<file path="src/rtl/mmc3_scanline_irq_if.sv">
// mmc3_scanline_irq_if: register-write strobes, raw PPU A12 and IRQ outputs
// between the mapper register decode and the scanline IRQ block.
interface mmc3_scanline_irq_if;
    logic       ppu_a12;
    logic [7:0] cpu_data;
    logic       wr_latch;
    logic       wr_reload;
    logic       wr_disable;
    logic       wr_enable;
    logic       irq;
    logic [7:0] irq_counter;

    modport master (
        output ppu_a12, cpu_data, wr_latch, wr_reload, wr_disable, wr_enable,
        input  irq, irq_counter
    );

    modport slave (
        input  ppu_a12, cpu_data, wr_latch, wr_reload, wr_disable, wr_enable,
        output irq, irq_counter
    );
endinterface

</file>
<file path="src/rtl/mmc3_scanline_irq.sv">
// mmc3_scanline_irq: MMC3-class scanline IRQ generator clocked by CPU M2.
// Counts rising PPU A12 edges that follow a sufficiently long low time,
// reloads from a CPU-written latch and pulls irq low when the count hits 0.
// Optional macro MMC3_OLD_IRQ_EN selects Rev A / NEC zero detection: a
// reload from 0 only raises IRQ when a reload had been requested.
module mmc3_scanline_irq #(
    parameter int unsigned A12_FILTER  = 3,
    parameter int unsigned FILTER_BITS = 2
) (
    input  logic               m2,
    input  logic               reset,
    mmc3_scanline_irq_if.slave bus
);

    localparam logic [FILTER_BITS-1:0] FILTER_MAX = FILTER_BITS'(A12_FILTER);

    logic                   a12_s_q, a12_s_d;
    logic                   a12_prev_q, a12_prev_d;
    logic [FILTER_BITS-1:0] low_cnt_q, low_cnt_d;
    logic [7:0]             latch_q, latch_d;
    logic [7:0]             counter_q, counter_d;
    logic                   reload_flag_q, reload_flag_d;
    logic                   enabled_q, enabled_d;
    logic                   irq_q, irq_d;

    logic                   clk_evt;
    logic                   do_reload;
    logic                   zero_evt;

    // A12 synchroniser, edge history and saturating low-time filter
    always_comb begin
        a12_s_d    = bus.ppu_a12;
        a12_prev_d = a12_s_q;
        low_cnt_d  = '0;
        if (!a12_s_q) begin
            low_cnt_d = (low_cnt_q == FILTER_MAX) ? low_cnt_q
                                                  : low_cnt_q + FILTER_BITS'(1);
        end
        clk_evt = a12_s_q && !a12_prev_q && (low_cnt_q == FILTER_MAX);
    end

    // Register writes, counter reload/decrement and IRQ set/acknowledge.
    // A latch write coincident with a reload feeds the new value straight
    // through, and a pending reload request counts as a reload this cycle.
    always_comb begin
        latch_d       = bus.wr_latch ? bus.cpu_data : latch_q;
        counter_d     = counter_q;
        reload_flag_d = reload_flag_q;
        do_reload     = (counter_q == '0) || reload_flag_q || bus.wr_reload;

        if (clk_evt) begin
            counter_d     = do_reload ? latch_d : counter_q - 8'd1;
            reload_flag_d = 1'b0;
        end else if (bus.wr_reload) begin
            counter_d     = '0;
            reload_flag_d = 1'b1;
        end

`ifdef MMC3_OLD_IRQ_EN
        zero_evt = clk_evt && (counter_d == '0) &&
                   (!do_reload || reload_flag_q || bus.wr_reload);
`else
        zero_evt = clk_evt && (counter_d == '0);
`endif

        enabled_d = enabled_q;
        if (bus.wr_enable)
            enabled_d = 1'b1;
        if (bus.wr_disable)
            enabled_d = 1'b0;

        irq_d = irq_q;
        if (zero_evt && enabled_d)
            irq_d = 1'b0;
        if (bus.wr_disable)
            irq_d = 1'b1;
    end

    // State registers; a12 history resets high so release cannot fake an edge
    always_ff @(posedge m2 or posedge reset) begin
        if (reset) begin
            a12_s_q       <= 1'b1;
            a12_prev_q    <= 1'b1;
            low_cnt_q     <= '0;
            latch_q       <= '0;
            counter_q     <= '0;
            reload_flag_q <= 1'b0;
            enabled_q     <= 1'b0;
            irq_q         <= 1'b1;
        end else begin
            a12_s_q       <= a12_s_d;
            a12_prev_q    <= a12_prev_d;
            low_cnt_q     <= low_cnt_d;
            latch_q       <= latch_d;
            counter_q     <= counter_d;
            reload_flag_q <= reload_flag_d;
            enabled_q     <= enabled_d;
            irq_q         <= irq_d;
        end
    end

    assign bus.irq         = irq_q;
    assign bus.irq_counter = counter_q;

endmodule

</file>
<file path="src/flat_wrapper.sv">
// flat-port wrapper written by rule: the top's interface ports become plain ports
module mmc3_scanline_irq_flat 
#(
    parameter int unsigned A12_FILTER  = 3,
    parameter int unsigned FILTER_BITS = 2
)
  (m2, reset, bus_ppu_a12, bus_cpu_data, bus_wr_latch, bus_wr_reload, bus_wr_disable, bus_wr_enable, bus_irq, bus_irq_counter);
  mmc3_scanline_irq_if bus_i ();
  input  logic m2;
  input  logic reset;
  input wire logic [$bits(bus_i.ppu_a12)-1:0] bus_ppu_a12;
  input wire logic [$bits(bus_i.cpu_data)-1:0] bus_cpu_data;
  input wire logic [$bits(bus_i.wr_latch)-1:0] bus_wr_latch;
  input wire logic [$bits(bus_i.wr_reload)-1:0] bus_wr_reload;
  input wire logic [$bits(bus_i.wr_disable)-1:0] bus_wr_disable;
  input wire logic [$bits(bus_i.wr_enable)-1:0] bus_wr_enable;
  output wire logic [$bits(bus_i.irq)-1:0] bus_irq;
  output wire logic [$bits(bus_i.irq_counter)-1:0] bus_irq_counter;
  assign bus_i.ppu_a12 = bus_ppu_a12;
  assign bus_i.cpu_data = bus_cpu_data;
  assign bus_i.wr_latch = bus_wr_latch;
  assign bus_i.wr_reload = bus_wr_reload;
  assign bus_i.wr_disable = bus_wr_disable;
  assign bus_i.wr_enable = bus_wr_enable;
  assign bus_irq = bus_i.irq;
  assign bus_irq_counter = bus_i.irq_counter;
  mmc3_scanline_irq #(.A12_FILTER(A12_FILTER), .FILTER_BITS(FILTER_BITS)) u_core (.m2(m2), .reset(reset), .bus(bus_i));
endmodule
</file>
<file path="config.mk">
export PLATFORM = sky130hd
export DESIGN_NAME = mmc3_scanline_irq_flat
export DESIGN_NICKNAME = d
export VERILOG_FILES = /design/src/rtl/mmc3_scanline_irq_if.sv /design/src/rtl/mmc3_scanline_irq.sv /design/src/flat_wrapper.sv
export SDC_FILE = /design/constraint.sdc
export NUM_CORES = 1
export LEC_CHECK = 0
export CAP_MARGIN = 20
export CORE_ASPECT_RATIO = 0.8
export CORE_MARGIN = 3
export CORE_UTILIZATION = 50
export DETAILED_ROUTE_END_ITERATION = 6
export PLACE_DENSITY_LB_ADDON = 0.08
export SYNTH_ARGS = -nofsm -noshare
export SYNTH_HDL_FRONTEND = slang
export SYNTH_SLANG_ARGS = --single-unit
export TNS_END_PERCENT = 100
</file>
<file path="constraint.sdc">
create_clock -name m2 -period 2.9 [get_ports m2]
set_input_delay 0.29 -clock m2 [delete_from_list [all_inputs] [get_ports m2]]
set_output_delay 0.29 -clock m2 [all_outputs]
set_load 0.01 [all_outputs]
</file>
==> impl_metrics.py, run 1 <==
metrics = {
    "worst_setup_path": {
        "worst-endpoint-required_ns": 3.15,
        "worstPathMaxFanout": 6,
        "path_class": "reg -> reg",
        "crit_arrival_ns": 2.56,
        "critPathMaxStageDelay_ns": 0.46,
        "worstSetupEndpointType": "flip-flop",
        "critPathSlowestCell": "dfrtp_1",
        "worstSetupStartpointType": "flip-flop",
        "worstPathCellList": "inv_1, ha_1, nor3b_1, a21oi_1, a21oi_1, o32a_1, o2111ai_1, o32a_1",
    },
    "synth": {
        "synthTopCellsByArea": "dfrtp_1, dfstp_2, mux2_2",
        "synth_ff_type": "dfrtp_1",
        "synth_edf_count": 0,
        "synth_nets": 139,
        "synthArstFlopShare": 1.00,
        "yosysMostFrequentCell": "dfrtp_1",
        "ys_seq_area_frac": 0.465,
        "synthMuxAreaShare": 0.0955,
        "synthTopCellsByCount": "dfrtp_1, inv_1, nor2_1, nand2_1, o21ai_0",
        "synth_cell_types": 43,
        "synthCells": 121,
        "synth_area_um2": 1240,
        "syn-mean-instance-area_um2": 10.3,
        "ys_ff_latch": 23,
        "synth-xor-area-share": 0.0141,
        "synth-compound-area-share": 0.145,
        "synth_top_family_by_area": "simple AND/OR/NAND/NOR gates",
        "synthAdderAreaFrac": 0.0302,
        "yosys.area_share.simple": 0.200,
        "netlist.area_leader.share": 0.402,
        "yosysWarnings": 0,
        "yosysTopAreaCell": "dfrtp_1",
    },
    "placed_design": {
        "post-place-ws_ns": 0.443,
        "numPortBuffers": 23,
        "dp_hpwl_um": 2090,
        "gp_congestion": 0.853,
    },
    "floorplanning": {
        "die_area_um2": 3130,
        "design.core.area_um2": 2250,
        "die-width_um": 61.8,
        "row_count": 15,
        "io_pins": 24,
        "start_util": 0.553,
        "die_y_um": 50.6,
    },
    "route": {
        "drt_pass1_iterations": 4,
        "wl_per_cell_um": 16.3,
        "wl_um": 2760,
        "dr.first_iter.drc_count": 82,
        "drc": 0,
        "vias_per_cell": 5.98,
        "antenna_left": 0,
        "vias": 1010,
    },
    "clocking": {
        "cts_buffers": 3,
        "cts_tree": "yes",
        "cts_root_buf": "clkbuf_4",
        "post_cts_buffers": 0,
        "cts.clk_slew.worst_paths_ns": 0.13,
        "htree_levels": 1,
        "clk_latency_ns": 0.31,
        "ctsHoldBuffers": 0,
        "cts-resized-gates": 0,
        "cts_sinks": 23,
        "max-clock-path-buffers": 2,
    },
    "sta": {
        "fin_crit_sh": 0.798,
        "tightest_slew_ns": 0.828,
        "finalCriticalPeriod_ns": 2.32,
        "fin_worst_skew_ns": 0.00820,
        "setup_violations": 0,
        "finalHoldViolations": 0,
        "maxSlewHeadroom": 0.447,
        "hold_ws_ns": 0.372,
        "grt_setup_unrepaired": "no",
        "tns_ns": 0,
        "setup_ws_ns": 0.584,
        "fmax_mhz": 432,
        "drv_slew": 0,
    },
    "layout": {
        "nets": 163,
        "nFillCells": 173,
        "synthToLayoutAreaGrowth_pct": 21.1,
        "antennaDiodeCount": 0,
        "utilization": 0.669,
        "layout-drive-gt1-share": 0.153,
    },
    "power": {
        "vdd.ir_drop.worst_mv": 0.318,
        "power.density_nw_per_um2": 432,
        "p_leak_nw": 0.653,
    },
    "job": {
        "max_cap_violations": 0,
    },
    "worst_hold_path": {
        "worst_hold_path_type": "in -> reg",
    },
    "outcome": {
        "status": "complete, no violations",
    },
    "global_route": {
        "grt_pass1_vias": 997,
        "grt_max_degree": 24,
        "grt.total_usage": 0.200,
        "globalRoute.totalOverflow": 0,
        "antenna_found_initial": 0,
        "grt_pass1_wl_um": 4660,
    },
}
[report_power, final]
group          leakage, nW  internal (mW)  switching (mW)
Sequential           0.284          0.346          0.0187
Combinational        0.355         0.0706          0.0669
Clock               0.0150         0.0538          0.0950
[flip-flops by register name, indices dropped and copies added (netlist names)]
name	flops
u_core.enabled_q	1
u_core.bus.irq	1
u_core.latch_q	8
u_core.low_cnt_q	2
u_core.a12_prev_q	1
u_core.bus.irq_counter	8
u_core.reload_flag_q	1
u_core.a12_prev_d	1
[worst paths after layout]
path	startpoint	cells past startpoint	slack (ns)	end
setup / recovery	u_core.bus.irq_counter[0]	8	0.58	u_core.bus.irq
hold / removal	bus_ppu_a12	1	0.37	u_core.a12_prev_d
setup reg to reg	u_core.bus.irq_counter[0]	8	0.58	u_core.bus.irq
hold reg to reg	u_core.a12_prev_d	0	0.41	u_core.a12_prev_q
max in group asynchronous	reset	2	1.97	u_core.low_cnt_q[0]
min in group asynchronous	reset	2	0.42	u_core.bus.irq_counter[2]
[logic make-up (layout without fill, tap and decap cells)]
logic type | Yosys count | count (layout)
AO/OA/AOI/OAI | 26 | 26
buffers and inverters | 14 | 37
XOR/XNOR | 2 | 2
multiplexers | 11 | 11
adder cells (fa/ha/maj) | 3 | 3
flip-flops | 23 | 23
AND/OR/NAND/NOR | 42 | 42
[per-stage QoR]
| step | std cells | area (µm²) | total power, mW |
|---|---|---|---|
| 6_report | 169 | 1510 | 0.651 |
| 5_1_grt | 169 | 1510 | 0.693 |
| 4_1_cts | 169 | 1510 | 0.659 |
| 3_5_place_dp | 165 | 1480 | 0.509 |
| 3_3_place_gp | 165 | 1480 | 0.501 |
| 2_1_floorplan | 121 | 1240 | 0.456 |
[critical path, delay by kind of cell (launching register included)]
kind,cells,cell delay (ns)
buf+inv,1,0.12
fa+ha+maj,1,0.21
compound gates,5,1.04
simple gates,1,0.42
flops,1,0.46
[routing by layer]
layer / vias to the layer above / GRT usage / share of wire
met5: - / 0 / 0
met4: 0 / 0.0389 / 0
met3: 0 / 0.0463 / 0.054
met2: 42 / 0.315 / 0.49
met1: 493 / 0.280 / 0.46
li1: 475 / - / -
[final cells by class]
type / instances / area, µm² / area share
multi-input combinational: 84 / 603 / 0.400
sequential: 23 / 579 / 0.384
timing repair buffer: 23 / 230 / 0.153
inverter: 10 / 37.5 / 0.0249
tap: 25 / 31.3 / 0.0207
clock buffer: 4 / 26.3 / 0.0174
[cells in the final DEF (no fill, tap or decap), types with 2 or more instances in the layout]
cell,synthesis,routed
nor2_1,10,10
ha_1,3,3
a21oi_1,4,4
mux2i_1,4,4
o32a_1,2,2
o21ai_0,9,9
dfstp_2,3,3
nor3b_1,2,2
clkdlybuf4s50_1,0,23
clkbuf_4,0,3
nand4_1,2,2
nor2b_1,2,2
nand2_1,9,9
inv_1,10,10
nor3_1,3,3
o2111ai_1,2,2
nand2b_1,3,3
mux2_2,7,7
dfrtp_1,20,20
Power figures use the tool's default switching activity.
==> run 2: changes to the inputs <==
==> constraint.sdc (replaced) <==
create_clock -name m2 -period 2.3 [get_ports m2]
set_input_delay 0.23 -clock m2 [delete_from_list [all_inputs] [get_ports m2]]
set_output_delay 0.23 -clock m2 [all_outputs]
set_load 0.01 [all_outputs]
==> impl_metrics.py, run 2 (synthesis results as in run 1) <==
metrics = {
    "power": {
        "p_int_uw": 600,
        "p_switching_uw": 231,
        "power.density_nw_per_um2": 531,
        "combPwrFrac": 0.220,
        "p_leak_nw": 0.692,
        "vdd.ir_drop.worst_mv": 0.357,
        "clkPwrFrac": 0.229,
        "pwr-share-seq": 0.551,
        "finalPower_uw": 831,
        "sw_frac_of_total": 0.278,
    },
    "layout": {
        "final_common_cell": "clkdlybuf4s50_1",
        "synthToLayoutAreaGrowth_pct": 25.7,
        "nFillCells": 184,
        "layout-drive-gt1-share": 0.199,
        "seqCellArea_um2": 579,
        "antennaDiodeCount": 0,
        "multi_input_area_um2": 608,
        "nets": 170,
        "final_cell_mix": "clkdlybuf4s50_1, dfrtp_1, inv_1, nor2_1",
    },
    "worst_hold_path": {
        "worst_hold_path_type": "in -> async",
    },
    "global_route": {
        "globalRoute.totalOverflow": 0,
        "grt_pass1_wl_um": 4460,
        "antenna_found_initial": 0,
        "grt.total_usage": 0.193,
        "grt_max_degree": 24,
        "grt_pass1_vias": 970,
    },
    "clocking": {
        "clk_latency_ns": 0.32,
        "cts_sinks": 23,
        "ctsHoldBuffers": 0,
        "cts.clk_slew.worst_paths_ns": 0.13,
        "cts_buffers": 3,
        "htree_levels": 1,
        "cts_tree": "yes",
        "cts_root_buf": "clkbuf_4",
        "max-clock-path-buffers": 2,
    },
    "worst_setup_path": {
        "worstSetupEndpointType": "flip-flop",
        "path_class": "reg -> reg",
        "worst-endpoint-required_ns": 2.56,
        "crit_arrival_ns": 2.42,
        "rrSetupSlack_ns": 0.15,
        "worstPathMaxFanout": 3,
        "worstSetupStartpointType": "flip-flop",
    },
    "floorplanning": {
        "die-width_um": 61.8,
        "io_pins": 24,
        "design.core.area_um2": 2250,
        "die_area_um2": 3130,
        "start_util": 0.553,
        "row_count": 15,
        "die_y_um": 50.6,
    },
    "route": {
        "vias_per_cell": 5.66,
        "wl_met3_um": 120,
        "routed.top_layer": "met4",
        "dr.first_iter.drc_count": 32,
        "antenna_left": 0,
        "vias": 997,
        "wl_um": 2710,
        "wl_per_cell_um": 15.4,
        "met1Wirelength_um": 1330,
        "drt_pass1_iterations": 4,
        "dr_wl_met2_um": 1230,
        "drc": 0,
    },
    "sta": {
        "maxSlewHeadroom": 0.692,
        "tns_ns": 0,
        "tightest_slew_ns": 0.460,
        "finalHoldViolations": 0,
        "fin_worst_skew_ns": 0.0125,
        "grt_setup_unrepaired": "no",
        "fmax_mhz": 465,
        "fin_crit_sh": 0.935,
        "setup_violations": 0,
        "drv_slew": 0,
        "finalCriticalPeriod_ns": 2.15,
    },
    "placed_design": {
        "gp_congestion": 0.809,
        "numPortBuffers": 23,
        "dp_hpwl_um": 2050,
    },
    "outcome": {
        "status": "complete, no violations",
    },
    "job": {
        "max_cap_violations": 0,
    },
}
run 2: cell types whose count changed in the layout (fill, tap and decap cells not counted), sizes merged:
cell and change:
buf +7
run 2: stage by stage:
| stage | area (µm²) | hold slack [ns] | worst slack (ns) | instances | util |
|---|---|---|---|---|---|
| 6_report | 1570 | 0.237 | 0.149 | 176 | 0.695 |
| 5_1_grt | 1570 | 0.290 | 0.0417 | 176 | 0.695 |
| 4_1_cts | 1560 | 0.257 | 0.0726 | 176 | 0.693 |
| 3_5_place_dp | 1530 | 0.387 | 0.0952 | 172 | 0.681 |
| 3_3_place_gp | 1530 | 0.384 | 0.133 | 172 | 0.681 |
| 2_1_floorplan | 1240 | 0.230 | 0.259 | 121 | - |
run 2: repair_timing:
| item | 4_1_cts | 5_1_grt |
|---|---|---|
| endpoints found under the setup margin | 0 | 1 |
| resized for setup | 0 | 1 |
| setup buffers | 0 | 0 |
run 2: layout make-up:
type / count / area share
clock buffers: 4 / 0.0168
inverters: 10 / 0.0240
multi-input cells: 84 / 0.388
flip-flops and latches: 23 / 0.370
well taps: 25 / 0.0200
repair buffers: 30 / 0.181
run 2: path summary, 6_finish.rpt:
check / cells after the start / from / endpoint
min: 3 / reset / u_core.latch_q[3]
max in group asynchronous: 3 / reset / u_core.a12_prev_q
min reg2reg: 0 / u_core.a12_prev_d / u_core.a12_prev_q
max: 8 / u_core.bus.irq_counter[1] / u_core.bus.irq
min in group m2: 1 / bus_ppu_a12 / u_core.a12_prev_d
max reg2reg: 8 / u_core.bus.irq_counter[1] / u_core.bus.irq
run 2: power by group through the flow:
stage | combinational (mW) | sequential, mW | clock [mW]
after floorplan | 0.111 | 0.464 | 0
after detailed placement | 0.182 | 0.465 | 0
after CTS | 0.183 | 0.458 | 0.199
after global routing | 0.201 | 0.462 | 0.215
after global placement | 0.176 | 0.464 | 0
final | 0.183 | 0.458 | 0.190
run 2: metal layers:
layer,vias up,global-route usage
met3,4,0.0514
met5,-,0
met4,0,0.0495
met1,475,0.269
li1,489,-
met2,29,0.294
run 2: critical path: stages (launching register included):
cell,delay (ns)
dfrtp_1,0.40
inv_1,0.11
ha_1,0.20
or4b_4,0.48
o21ai_2,0.12
mux2i_1,0.10
a21oi_2,0.18
o2111ai_1,0.15
o32a_1,0.35
==> run 3: changes to the inputs <==
--- a/config.mk
+++ b/config.mk
@@ -9,6 +9,7 @@
 export CORE_ASPECT_RATIO = 0.8
 export CORE_MARGIN = 3
 export CORE_UTILIZATION = 50
+export CTS_CLUSTER_SIZE = 40
 export DETAILED_ROUTE_END_ITERATION = 6
 export PLACE_DENSITY_LB_ADDON = 0.08
 export SYNTH_ARGS = -nofsm -noshare
==> results of run 3 <==
The final DEF is identical to that of run 2; final timing and power are the same.
